===== config.mk =====
export PLATFORM = sky130hd
export DESIGN_NAME = shift_seq_ctrl
export DESIGN_NICKNAME = d
export VERILOG_FILES = /design/src/rtl/shift_seq_ctrl.sv
export SDC_FILE = /design/constraint.sdc
export NUM_CORES = 1
export LEC_CHECK = 0
export ABC_AREA = 0
export BUFFER_PORTS_ARGS = -buffer_cell sky130_fd_sc_hd__buf_2
export CORE_MARGIN = 5
export CORE_UTILIZATION = 44
export CTS_BUF_LIST = sky130_fd_sc_hd__clkbuf_16
export DETAILED_ROUTE_END_ITERATION = 10
export PLACE_DENSITY_LB_ADDON = 0.3
export SKIP_CTS_REPAIR_TIMING = 1
export SLEW_MARGIN = 30
export SYNTH_ARGS = -nofsm -noshare
export SYNTH_HDL_FRONTEND = slang
export SYNTH_SLANG_ARGS = --single-unit

===== constraint.sdc =====
create_clock -name clk -period 2.05 [get_ports clk]
set_clock_uncertainty 0.05 [all_clocks]
set_input_delay 0.3075 -clock clk [delete_from_list [all_inputs] [get_ports clk]]
set_output_delay 0.3075 -clock clk [all_outputs]
set_load 0.005 [all_outputs]

===== src/rtl/shift_seq_ctrl.sv =====
// shift_seq_ctrl: serialises a parallel word one bit per enabled cycle
// (MSB- or LSB-first). In the same cycles it captures the serial input and
// returns the captured word over an output valid/ready handshake. shift_en
// keeps the downstream dff chain in lockstep with the controller.
module shift_seq_ctrl #(
    parameter int WIDTH = 8,
    parameter int CNT_W = 4
) (
    input  logic             clk,
    input  logic             rst,
    input  logic             in_valid,
    output logic             in_ready,
    input  logic [WIDTH-1:0] in_data,
    input  logic             lsb_first,
    input  logic             hold,
    input  logic             sin,
    output logic             sout,
    output logic             shift_en,
    output logic             busy,
    output logic             out_valid,
    input  logic             out_ready,
    output logic [WIDTH-1:0] out_data
);

    typedef enum logic [1:0] {
        IDLE  = 2'd0,
        SHIFT = 2'd1,
        DONE  = 2'd2
    } state_t;

    state_t             state_r;
    state_t             next_state_s;
    logic [WIDTH-1:0]   tx_r;
    logic [WIDTH-1:0]   rx_r;
    logic [CNT_W-1:0]   cnt_r;
    logic               order_r;
    logic               out_valid_r;
    logic [WIDTH-1:0]   out_data_r;

    logic               accept_s;
    logic               step_s;
    logic               last_s;
    logic [WIDTH-1:0]   tx_next_s;
    logic [WIDTH-1:0]   rx_next_s;

    // The final bit of a word is the one shifted while the counter reads WIDTH-1.
    assign last_s = (cnt_r == CNT_W'(WIDTH - 1));

    assign out_valid = out_valid_r;
    assign out_data  = out_data_r;

    // Next-state decode plus the combinational handshake/shift outputs.
    always_comb begin
        next_state_s = state_r;
        in_ready     = 1'b0;
        busy         = 1'b0;
        shift_en     = 1'b0;
        sout         = 1'b0;
        accept_s     = 1'b0;
        step_s       = 1'b0;
        case (state_r)
            IDLE: begin
                in_ready = 1'b1;
                if (in_valid) begin
                    accept_s     = 1'b1;
                    next_state_s = SHIFT;
                end else begin
                    next_state_s = IDLE;
                end
            end
            SHIFT: begin
                busy     = 1'b1;
                shift_en = ~hold;
                step_s   = ~hold;
                // The output-end bit stays on sout through hold cycles too.
                if (order_r) begin
                    sout = tx_r[0];
                end else begin
                    sout = tx_r[WIDTH-1];
                end
                if (!hold && last_s) begin
                    next_state_s = DONE;
                end else begin
                    next_state_s = SHIFT;
                end
            end
            DONE: begin
                busy = 1'b1;
                if (out_ready) begin
                    next_state_s = IDLE;
                end else begin
                    next_state_s = DONE;
                end
            end
            default: begin
                next_state_s = IDLE;
            end
        endcase
    end

    // Shifted transmit word and receive word with the current sin folded in.
    always_comb begin
        tx_next_s = tx_r;
        rx_next_s = rx_r;
        if (order_r) begin
            tx_next_s = {1'b0, tx_r[WIDTH-1:1]};
            rx_next_s = {sin, rx_r[WIDTH-1:1]};
        end else begin
            tx_next_s = {tx_r[WIDTH-2:0], 1'b0};
            rx_next_s = {rx_r[WIDTH-2:0], sin};
        end
    end

    // FSM state register.
    always_ff @(posedge clk or negedge rst) begin
        if (!rst) begin
            state_r <= IDLE;
        end else begin
            state_r <= next_state_s;
        end
    end

    // Word load on accept, then one shift/capture/count per enabled cycle.
    always_ff @(posedge clk or negedge rst) begin
        if (!rst) begin
            tx_r    <= {WIDTH{1'b0}};
            rx_r    <= {WIDTH{1'b0}};
            cnt_r   <= {CNT_W{1'b0}};
            order_r <= 1'b0;
        end else if (accept_s) begin
            tx_r    <= in_data;
            rx_r    <= {WIDTH{1'b0}};
            cnt_r   <= {CNT_W{1'b0}};
            order_r <= lsb_first;
        end else if (step_s) begin
            tx_r    <= tx_next_s;
            rx_r    <= rx_next_s;
            cnt_r   <= cnt_r + CNT_W'(1);
        end else begin
            tx_r    <= tx_r;
            rx_r    <= rx_r;
            cnt_r   <= cnt_r;
            order_r <= order_r;
        end
    end

    // Captured-word output register, held until the consumer takes it.
    always_ff @(posedge clk or negedge rst) begin
        if (!rst) begin
            out_valid_r <= 1'b0;
            out_data_r  <= {WIDTH{1'b0}};
        end else if (step_s && last_s) begin
            out_valid_r <= 1'b1;
            out_data_r  <= rx_next_s;
        end else if ((state_r == DONE) && out_ready) begin
            out_valid_r <= 1'b0;
        end else begin
            out_valid_r <= out_valid_r;
        end
    end

endmodule


==> out/summary.md <==
The flow ran to the end, and the final reports show no timing, DRC or antenna violations. The number of antenna diodes in the final layout is 0. The logs give 2 for the buffer levels on the longest clock path and 0 for the number of endpoints failing setup at the final stage. The tightest min-delay check is of the input pin to asynchronous set/reset pin type. The first global-routing pass estimated 5.56 mm of wire. The area taken by multi-input logic gates was 717 um^2; the detailed placer's ending HPWL was 2.46 mm. The run gives 0.670 mV as the maximum ir drop on the vdd rail. The biggest area consumer among synthesized cells is sky130_fd_sc_hd__dfrtp_1.

For this run the aggregate overflow at the end of global routing stands at 0. Measured along the x axis, the die boundary spans 71.0 um. The final period utilization works out to 0.918.

At the later pin of the worst-skew pair, clock insertion delay measures 0.27 ns. In the final routed layout, each cell accounts on average for 14.6 um. TritonCTS built the clock tree. The run gives 0 as the max capacitance violation total. Sorting the synthesized cells by area gives the leading types as sky130_fd_sc_hd__dfrtp_1 (49%), sky130_fd_sc_hd__a211oi_1 (6.4%), sky130_fd_sc_hd__mux2i_1 (5.5%), sky130_fd_sc_hd__o21ai_0 (4.0%), sky130_fd_sc_hd__nand2_1 (3.9%). The logs give 0 for the number of hold violations in the final report and 0 for the synthesis warning total. The tools report the worst reg2reg path endpoint as rx_r[4]$_DFFE_PN0P_. The starting density of the core is 0.451. The design draws 3030 uW. Counting flops and latches in the post-synthesis netlist gives 32. After detailed routing, the number of vias per cell comes to 5.40.

The fraction of layout cells with a size suffix above 1 is 0.245, and the total count of max-transition violations in the final report is 0. For this design, the sink count on the clock tree is 32. Once detail routing completed, the nets flagged for antenna violations numbered 0.

The logs give 0.000886 uW for the reported leakage power and 0.765 for the weighted congestion reported at the end of routability-driven placement. The number of buffers created by CTS came out at 5. Clock-pin slew was measured on the worst setup and hold paths at 0.05 ns. The transition time at the pin with the least slew margin is 0.716 ns. The count of input and output buffers was 27.

In the final layout, flip-flops and latches occupy 801 um^2. For this block, the initial DRC count from the detailed router was 66. In the synthesized netlist, the number of instances is 159. The tools report the initial antenna violation count as 0. The logs give 33 for the largest net degree at the start of global routing and 359 for the number of fill cells. Number of global-route vias before repair: 1231. After floorplanning, the core was sized to cover 3630 um^2. The overall fraction of global-route tracks in use is 0.143. For the worst setup path, the data required time is 1.69 ns. The startpoint of the lowest-slack register-to-register path was state_r[1]$_DFF_PN0_. Critical path startpoint category: a flip-flop.

The run gives 0.489 as the proportion of synthesized chip area in sequential cells. The tools report the sort of element at the end of the critical path as an output port. Of all nets on the critical path, the largest fanout is 12. The worst register-to-register path has a depth of 7. The detailed-router iteration count before antenna repair is 4. The die covers 5050 um^2. In this run the worst setup path begins at state_r[1]$_DFF_PN0_. 28 I/O pins were placed. Setup repair after global routing left no endpoint under its margin. From bottom edge to top edge, the die measures 71.0 um.

Clock period minus final worst setup slack: 1.88 ns. The CTS H-tree depth was 2. The cell row count came out at 22.

The final total negative setup slack was 0 ns; the area added between synthesis and finish was 17.7%. The cell area after synthesis came out at 1640 um^2. The type of the setup path with the least slack was flip-flop to output port. The arrival time at the worst endpoint came out at 1.52 ns. The synthesized netlist net count is 179, and the power per cell area is 1570 nW/um^2.

After synthesis, the mean cell area works out to 10.3 um^2. Across all layers, the routed design uses 1274 vias. The run gives 0.34 ns as the slack of the worst reg-to-reg path.

For the headroom to the max-slew limit, the log shows 0.523. The total routed wirelength was 3.45 mm; the total number of nets in the final design was 207. The top achievable clock speed was 0.531 GHz; the number of distinct library cells after synthesis was 33.

The area share of the largest cell type after synthesis is 0.489, and the post-detailed-route DRC marker count is 0. The root buffer cell chosen for the clock tree is sky130_fd_sc_hd__clkbuf_16.
metal layers:
metal  GRT usage  vias to the layer above  routed length, um
met5           0                        -                  0
met4      0.0752                        0                 80
met3      0.0426                        8                111
met2       0.239                       23               1760
met1       0.164                      624               1500
li1            -                      619                  -
synth_stat cells (all sizes together):
library cell / count
or3: 1
a21oi: 12
a31oi: 9
and2b: 2
dfrtp: 32
nor2: 12
ha: 5
nor2b: 5
clkbuf: 4
and4bb: 2
and2: 1
xnor2: 1
o21ai: 15
nand3: 2
nand2: 18
xor2: 1
mux2i: 9
nand2b: 2
buf: 7
a211oi: 14
inv: 4
nand3b: 1
state kept, by name (all words and copies together) (netlist names):
register and cells:
rx_r 8, tx_r 8, out_data 8, cnt_r 4
out_valid 1, state_r 2, order_r 1
metrics by stage:
stage | util | hold WS (ns) | setup WS, ns | std cells | instance area [um^2]
3_3_place_gp | 0.486 | 0.351 | 0.423 | 228 | 1770
4_1_cts | 0.531 | 0.0638 | 0.143 | 236 | 1930
3_5_place_dp | 0.486 | 0.357 | 0.360 | 228 | 1770
6_report | 0.531 | 0.0414 | 0.168 | 236 | 1930
5_1_grt | 0.531 | 0.109 | 0.0665 | 236 | 1930
2_1_floorplan | - | -0.0381 | 0.667 | 159 | 1640
report_power, final:
group          switching, uW  internal [uW]  leakage (uW)  total (uW)
combinational            563            486      0.000414        1050
sequential               239            930      0.000387        1170
clock                    249            565     0.0000850         814
kinds of logic (layout without fill, tap and decap cells):
| logic type | after synthesis | count (layout) | share of synthesized area |
|---|---|---|---|
| DFF | 32 | 32 | 0.489 |
| buffers and inverters | 15 | 44 | 0.0740 |
| muxes | 9 | 9 | 0.0550 |
| adders and majority gates | 5 | 5 | 0.0382 |
| and+or+nand+nor | 46 | 46 | 0.144 |
| AOI/OAI and AO/OA | 50 | 50 | 0.189 |
| xor gates and xnor gates | 2 | 2 | 0.0107 |
how the worst max path moves through the flow:
stage,end,slack [ns],depth (start not counted)
after CTS,shift_en,0.14,5
after global placement,state_r[0]$_DFF_PN0_,0.42,4
after global routing,shift_en,0.07,5
after detailed placement,rx_r[4]$_DFFE_PN0P_,0.36,7
final,shift_en,0.17,5
after floorplan,out_data[7]$_DFFE_PN0P_,0.67,6
cell usage in the layout (no fill, tap or decap), types with 2 or more instances in the layout:
cell	instances
sky130_fd_sc_hd__a211oi_1	14
sky130_fd_sc_hd__a21oi_1	10
sky130_fd_sc_hd__a21oi_2	2
sky130_fd_sc_hd__a31oi_1	8
sky130_fd_sc_hd__and2b_1	2
sky130_fd_sc_hd__buf_2	27
sky130_fd_sc_hd__buf_4	5
sky130_fd_sc_hd__clkbuf_16	5
sky130_fd_sc_hd__dfrtp_1	32
sky130_fd_sc_hd__ha_1	5
sky130_fd_sc_hd__inv_1	4
sky130_fd_sc_hd__mux2i_1	9
sky130_fd_sc_hd__nand2_1	17
sky130_fd_sc_hd__nand3_1	2
sky130_fd_sc_hd__nor2_1	12
sky130_fd_sc_hd__nor2b_1	5
sky130_fd_sc_hd__o21ai_0	13
sky130_fd_sc_hd__o21ai_1	2
critical path, cell delays in order (launching register included):
cell	delay [ns]
sky130_fd_sc_hd__dfrtp_1	0.40
sky130_fd_sc_hd__inv_1	0.09
sky130_fd_sc_hd__ha_1	0.28
sky130_fd_sc_hd__nand2b_4	0.14
sky130_fd_sc_hd__inv_2	0.19
sky130_fd_sc_hd__buf_2	0.15
final cells by class:
type	count	share of cell area
Clock buffer	5	0.0649
Multi-Input combinational cell	112	0.372
Timing Repair Buffer	32	0.0895
Inverter	4	0.00778
Clock inverter	3	0.0201
Tap cell	48	0.0311
Sequential cell	32	0.415
Note: power is estimated with default switching activity, not from simulation.
